`config.mk`:
```
export PLATFORM = sky130hd
export DESIGN_NAME = bus_gate_mux
export DESIGN_NICKNAME = d
export VERILOG_FILES = /design/src/rtl/bus_gate_mux.sv
export SDC_FILE = /design/constraint.sdc
export NUM_CORES = 1
export LEC_CHECK = 0
export BUFFER_PORTS_ARGS = -buffer_cell sky130_fd_sc_hd__buf_2
export CAP_MARGIN = 20
export CORE_UTILIZATION = 37
export CTS_CLUSTER_DIAMETER = 150
export DETAILED_ROUTE_END_ITERATION = 10
export GPL_ROUTABILITY_DRIVEN = 0
export PLACE_DENSITY = 0.78
export SLEW_MARGIN = 20
export SYNTH_ARGS = -nofsm -noshare
export SYNTH_HDL_FRONTEND = slang
export SYNTH_SLANG_ARGS = --single-unit
```
`constraint.sdc`:
```
create_clock -name clk -period 1.7 [get_ports clk]
set_clock_uncertainty 0.05 [all_clocks]
set_input_delay 0.34 -clock clk [delete_from_list [all_inputs] [get_ports clk]]
set_output_delay 0.34 -clock clk [all_outputs]
set_load 0.02 [all_outputs]
```
`src/rtl/bus_gate_mux.sv`:
```
// bus_gate_mux: registered, parametrised replacement for a tri-state bus buffer.
// One of NSRC source words is gated onto a registered bus by one-hot gate controls.
// Simultaneous gates are resolved by fixed priority to the lowest index and flagged
// as contention. A sticky flag, the first offending pattern and a saturating event
// count are kept for debug.
//
// Parameters:
//   WIDTH  - bus / source word width in bits
//   NSRC   - number of sources
//   KEEP   - 1: hold last driven word when no gate is active; 0: drive zero
//   CNT_W  - contention counter width
// Ports:
//   clk             - clock, all state updates on rising edge
//   rst             - synchronous active-high reset
//   src_data        - packed source words, source i at [i*WIDTH +: WIDTH]
//   gate            - per-source gate enables (one-hot or zero expected)
//   err_clear       - clears contention flag, mask and counter
//   bus_out         - registered bus word
//   bus_valid       - registered; bus_out was driven by at least one gate
//   contention      - sticky multi-driver flag
//   contention_mask - gate pattern of the first contention since reset/clear
//   contention_cnt  - saturating contention cycle count
module bus_gate_mux #(
  parameter int unsigned WIDTH = 16,
  parameter int unsigned NSRC  = 4,
  parameter bit          KEEP  = 1'b1,
  parameter int unsigned CNT_W = 8
) (
  input  logic                  clk,
  input  logic                  rst,
  input  logic [NSRC*WIDTH-1:0] src_data,
  input  logic [NSRC-1:0]       gate,
  input  logic                  err_clear,
  output logic [WIDTH-1:0]      bus_out,
  output logic                  bus_valid,
  output logic                  contention,
  output logic [NSRC-1:0]       contention_mask,
  output logic [CNT_W-1:0]      contention_cnt
);

  localparam logic [CNT_W-1:0] CntMax = '1;

  logic [WIDTH-1:0] sel_word;
  logic             any_gate;
  logic             multi_gate;

  logic [WIDTH-1:0] bus_q, bus_d;
  logic [WIDTH-1:0] last_q, last_d;
  logic             valid_q, valid_d;
  logic             cont_q, cont_d;
  logic [NSRC-1:0]  mask_q, mask_d;
  logic [CNT_W-1:0] cnt_q, cnt_d;

  // Scan from the top down so the lowest active index wins.
  always_comb begin
    sel_word = '0;
    for (int i = NSRC - 1; i >= 0; i--) begin
      if (gate[i]) begin
        sel_word = src_data[i*WIDTH +: WIDTH];
      end
    end
  end

  assign any_gate   = |gate;
  // Clearing the lowest set bit leaves something only if two or more bits were set.
  assign multi_gate = |(gate & (gate - NSRC'(1)));

  always_comb begin
    bus_d   = bus_q;
    valid_d = 1'b0;
    last_d  = last_q;
    cont_d  = cont_q;
    mask_d  = mask_q;
    cnt_d   = cnt_q;

    if (any_gate) begin
      bus_d   = sel_word;
      valid_d = 1'b1;
      last_d  = sel_word;
    end else if (KEEP) begin
      bus_d = last_q;
    end else begin
      bus_d = '0;
    end

    if (multi_gate) begin
      // A contention event takes precedence over a simultaneous clear.
      cont_d = 1'b1;
      if (err_clear || !cont_q) begin
        mask_d = gate;
      end
      if (err_clear) begin
        cnt_d = CNT_W'(1);
      end else if (cnt_q != CntMax) begin
        cnt_d = cnt_q + CNT_W'(1);
      end
    end else if (err_clear) begin
      cont_d = 1'b0;
      mask_d = '0;
      cnt_d  = '0;
    end
  end

  always_ff @(posedge clk) begin
    if (rst) begin
      bus_q   <= '0;
      last_q  <= '0;
      valid_q <= 1'b0;
      cont_q  <= 1'b0;
      mask_q  <= '0;
      cnt_q   <= '0;
    end else begin
      bus_q   <= bus_d;
      last_q  <= last_d;
      valid_q <= valid_d;
      cont_q  <= cont_d;
      mask_q  <= mask_d;
      cnt_q   <= cnt_d;
    end
  end

  assign bus_out         = bus_q;
  assign bus_valid       = valid_q;
  assign contention      = cont_q;
  assign contention_mask = mask_q;
  assign contention_cnt  = cnt_q;

endmodule

```
==> Yosys cells after proc, flatten, opt, wreduce, memory -nomap -nowiden <==
Cells that the tools add are included.
{ "op_classes": {"n_eq_ne": 2, "bitwise": 1, "n_reduce_logical": 8, "addsub": 2, "muxes": 14} }
{ "op_table": {"columns": ["operator", "count"], "rows": [
  ["two-way mux 16 bit", 4],
  ["two-way mux 8 bit", 4],
  ["two-way mux 4 bit", 3],
  ["adder 8 x 1 -> 8 bit (second input constant)", 1],
  ["inequality test 8 bit (second input constant)", 1],
  ["OR reduction 4 bit", 2],
  ["AND 4 bit", 1],
  ["AND reduction 2 bit", 2],
  ["nonzero test 2 bit", 2],
  ["subtractor 4 x 1 -> 4 bit (second input constant)", 1],
  ["two-way mux 1 bit", 3],
  ["inequality test 2 x 1 -> 1 bit (second input constant)", 1],
  ["logical NOT 1 bit", 1],
  ["logical OR 1 bit", 1]
]} }
{ "totals": {"register_bits": 30} }

==> Longest topological paths before layout <==
{ "logic_depth": {"depth_word": 5, "ltp_mapped": 6} }

==> Worst setup path after synthesis <==
Ideal clock, no wire load.
{ "synth_path": {"kind": "flip-flop to flip-flop", "startpoint": "register cnt_q[1], in the netlist contention_cnt[1]", "endpoint": "register cnt_q[0], in the netlist contention_cnt[0]", "t_arrival_ns": 1.688, "path_slack_ns": -0.125, "path_stages_with_launch": 6, "path_buffers": 0, "path_cell_list": "dfxtp_1 ha_1 nand3_2 or3_4 a2111o_1 o31ai_1"} }
{ "synth_via": {"elab_chain_cells": 3} }
{ "synth_lines": {"columns": ["item", "line", "text"], "rows": [
  ["start, declared", "52", "logic [CNT_W-1:0] cnt_q, cnt_d;"],
  ["start signal, assigned", "118", "cnt_q <= cnt_d;"],
  ["inequality test 8 bit", "94", "end else if (cnt_q != CntMax) begin"],
  ["nonzero test 2 bit (no source line)", null, null],
  ["AND reduction 2 bit (no source line)", null, null]
]} }
Every way passes these cells.
A chain may end at the register's enable or synchronous reset.

==> Worst setup path in the final report <==
Ends and elaborated chain as after synthesis.

==> impl_results.md <==
- Status: finished, final reports clean
- Syn Inst Count: between 200 and 250
- Worst Tran Pin Value: ~0.54 ns
- Worst Hold Class: in -> reg
- Sequential-to-total area share from yosys stat: 34.8%
- Ports: ~100
- Yosys cell types: 38
- Starting Density: between 30% and 40%
- GRT Total Usage: roughly 20%
- Vias per cell: 5.16
- Row Count: 24
- Top achievable clock speed: 607 MHz
- Area grow syn2layout: 41.7%
- Synth Register Bits: 30
- Iteration-0 DRC Markers: approximately 150
- Routed vias: 1,880
- Max IR drop VDD: between 0.3 and 0.4 mV
- DR pass1 iterations: 5
- Syn Std Cell Area: 1730 um^2
- Largest net degree at the start of global routing: 33
- Design Area, Final: between 2000 and 2500 um^2
- CTS sink count: 30
- Worst Path Arrival: 1.78 ns
- Post-synth top area cell: dfxtp_1
- Die ar.: approximately 4900 um^2
- Final net count: ~380
- Core ar.: 4410 um^2
- H-Tree Depth: 2
- Ant. Diodes: 0
- Max Cap Viol: 0
- Largest family of logic cells by synthesized area: compound AO/OA/AOI/OAI gates
- Dpl cell area: 2310 um^2
- Synth Area in Adders: 0.725%
- DRC: 0
- Most frequent cells in the layout: buf_2 (100), dfxtp_1 (27), mux2i_1 (26)
- Synth Area in Compound Gates: about a quarter
- Tcrit/Tclk final: 96.9%
- YS warnings: 0
- Number of port buffers: 100
- First-pass GRT wire length: ~7.7 mm
- Avg Cell Area, Syn: 8.34 um^2
- Initial antenna violation count: 0
- CP Capture Type: register
- Worst Path Required: about 1.8 ns
- Yosys top cell area share: about a third
- Layout cell share with drive strength beyond 1: 43.6%
- Crit path time final: 1.65 ns
- Hold Path Stages: 3
- Fin Setup TNS: 0 ns
- Flop-to-flop setup slack: 0.05 ns
- Setup violators final: 0
- CP max FO: 5
- Slew HR: 63.8%
- TritonCTS Buffers: 5
- CTS tree: done
- Gr ovfl total: 0
- Post-DRT Antenna Nets: 0
- Mux share of post-synthesis cell area: around 15%
- Worst skew pair latency: 0.28 ns
- Die width: 70.3 um
- Pleak: around 1.2 nW
- Hold_ws: 0.316 ns
- Final hold vios: 0
- Critical Path Start Type: register
- Detailed Route WL: 4.69 mm
- Synth Area in XOR/XNOR: 0%
- Synth area leaders: dfxtp_1 (35%), mux2i_1 (15%), a211oi_1 (8.3%)
- Commonest non-fill, non-tap cell in the layout: buf_2
- Worst R2R Path Depth: 5
- Root buffer cell: clkbuf_8
- WS Path Type: reg -> reg
- Max-slew violation count: 0
- Die height: ~70 um
- Clock Tree Buf Depth: 2
- HPWL after DPL: between 3 and 4 mm
- Syn nets: 279
- Cell Pwr Density: ~760 nW/um^2
- Vias in the first global route: 1,635
- Simple-gate area share of the yosys netlist: between 10% and 20%
- Wire per inst: roughly 13 um
- Reg clk slew, reported paths: 0.06 ns
==> worst max-delay path, cell delays in order, from the launching register on <==
cell and delay, ns:
dfxtp_4 0.38, ha_4 0.17, nand3_4 0.09, or3_4 0.43, a2111o_1 0.37, o31ai_1 0.07
==> area by class of cell <==
class,instances,area (um^2)
Timing Repair Buffer,112,591
Clock buffer,8,110
Fill cell,420,1970
Sequential cell,30,609
Tap cell,52,65.1
Inverter,7,26.3
Multi-Input combinational cell,155,1040
==> registers in the layout, indices dropped and copies added (netlist names) <==
| signal | cells |
|---|---|
| contention_mask | 4 |
| last_q | 16 |
| contention | 1 |
| bus_valid | 1 |
| contention_cnt | 8 |
==> cells in the mapped netlist <==
library cell  instances
or2_2                 1
nor2_1               21
dfxtp_1              30
buf_1                 1
o21ai_1              10
a211o_1               2
a21oi_1               5
o21ai_0               8
nand4_1               2
or3b_2                4
and4_2                1
mux2i_1              26
nand3_1               4
nand3_2               1
a41o_2                1
buf_4                 2
clkinv_1              1
and3_2                1
nor2b_1               1
ha_1                  1
a2111o_1              1
nor3_1                4
o32ai_1               4
o31ai_1               3
o211a_1               1
or4_1                 3
o211ai_1              7
clkbuf_1              8
inv_2                 1
buf_2                 3
buf_6                 1
nand2_1              20
a211oi_1             19
or3_4                 1
a31oi_1               1
inv_1                 5
nand2b_1              1
nand2_2               1
==> kinds of logic (layout without fill, tap and decap cells) <==
group	Yosys count	in the layout
buffers and inverters	22	127
AO/OA/AOI/OAI	62	62
multiplexers	26	26
flip-flops	30	30
adder cells (fa/ha/maj)	1	1
AND/OR/NAND/NOR	66	66
==> stage by stage <==
stage               cells  setup WS [ns]  utilization (%)  total power [mW]
floorplan             207         0.0326                -              1.02
global placement      354         0.0859             52.3              1.18
detailed placement    354         0.0388             52.3              1.19
CTS                   362         0.0212             54.8              1.87
global route          364       -0.00831             55.4              1.96
finish                364         0.0531             55.4              1.85
==> metal layers <==
metal	GRT usage (%)	vias to the layer above	wire length, um
met1	23.4	819	1960
met3	6.20	10	308
met4	6.44	0	88
met5	0	-	0
met2	32.7	76	2340
li1	-	975	-
==> path summary, 6_finish.rpt <==
check | start | to
max | contention_cnt[1] | contention_cnt[0]
min | src_data[4] | last_q[4]
max reg2reg | contention_cnt[1] | contention_cnt[0]
min reg2reg | last_q[4] | last_q[4]
==> report_power, final <==
part	total (mW)	switching, mW	internal, mW
Clock	0.676	0.267	0.408
Combinational	0.403	0.221	0.183
Sequential	0.774	0.0250	0.749
Total	1.85	0.513	1.34
==> repair_timing <==
item,4_1_cts,5_1_grt
gates resized for setup,0,3
endpoints found under the setup margin,0,1
hold buffers,0,0
buffers inserted,0,2
No activity file was read; power rests on OpenSTA's default activity.
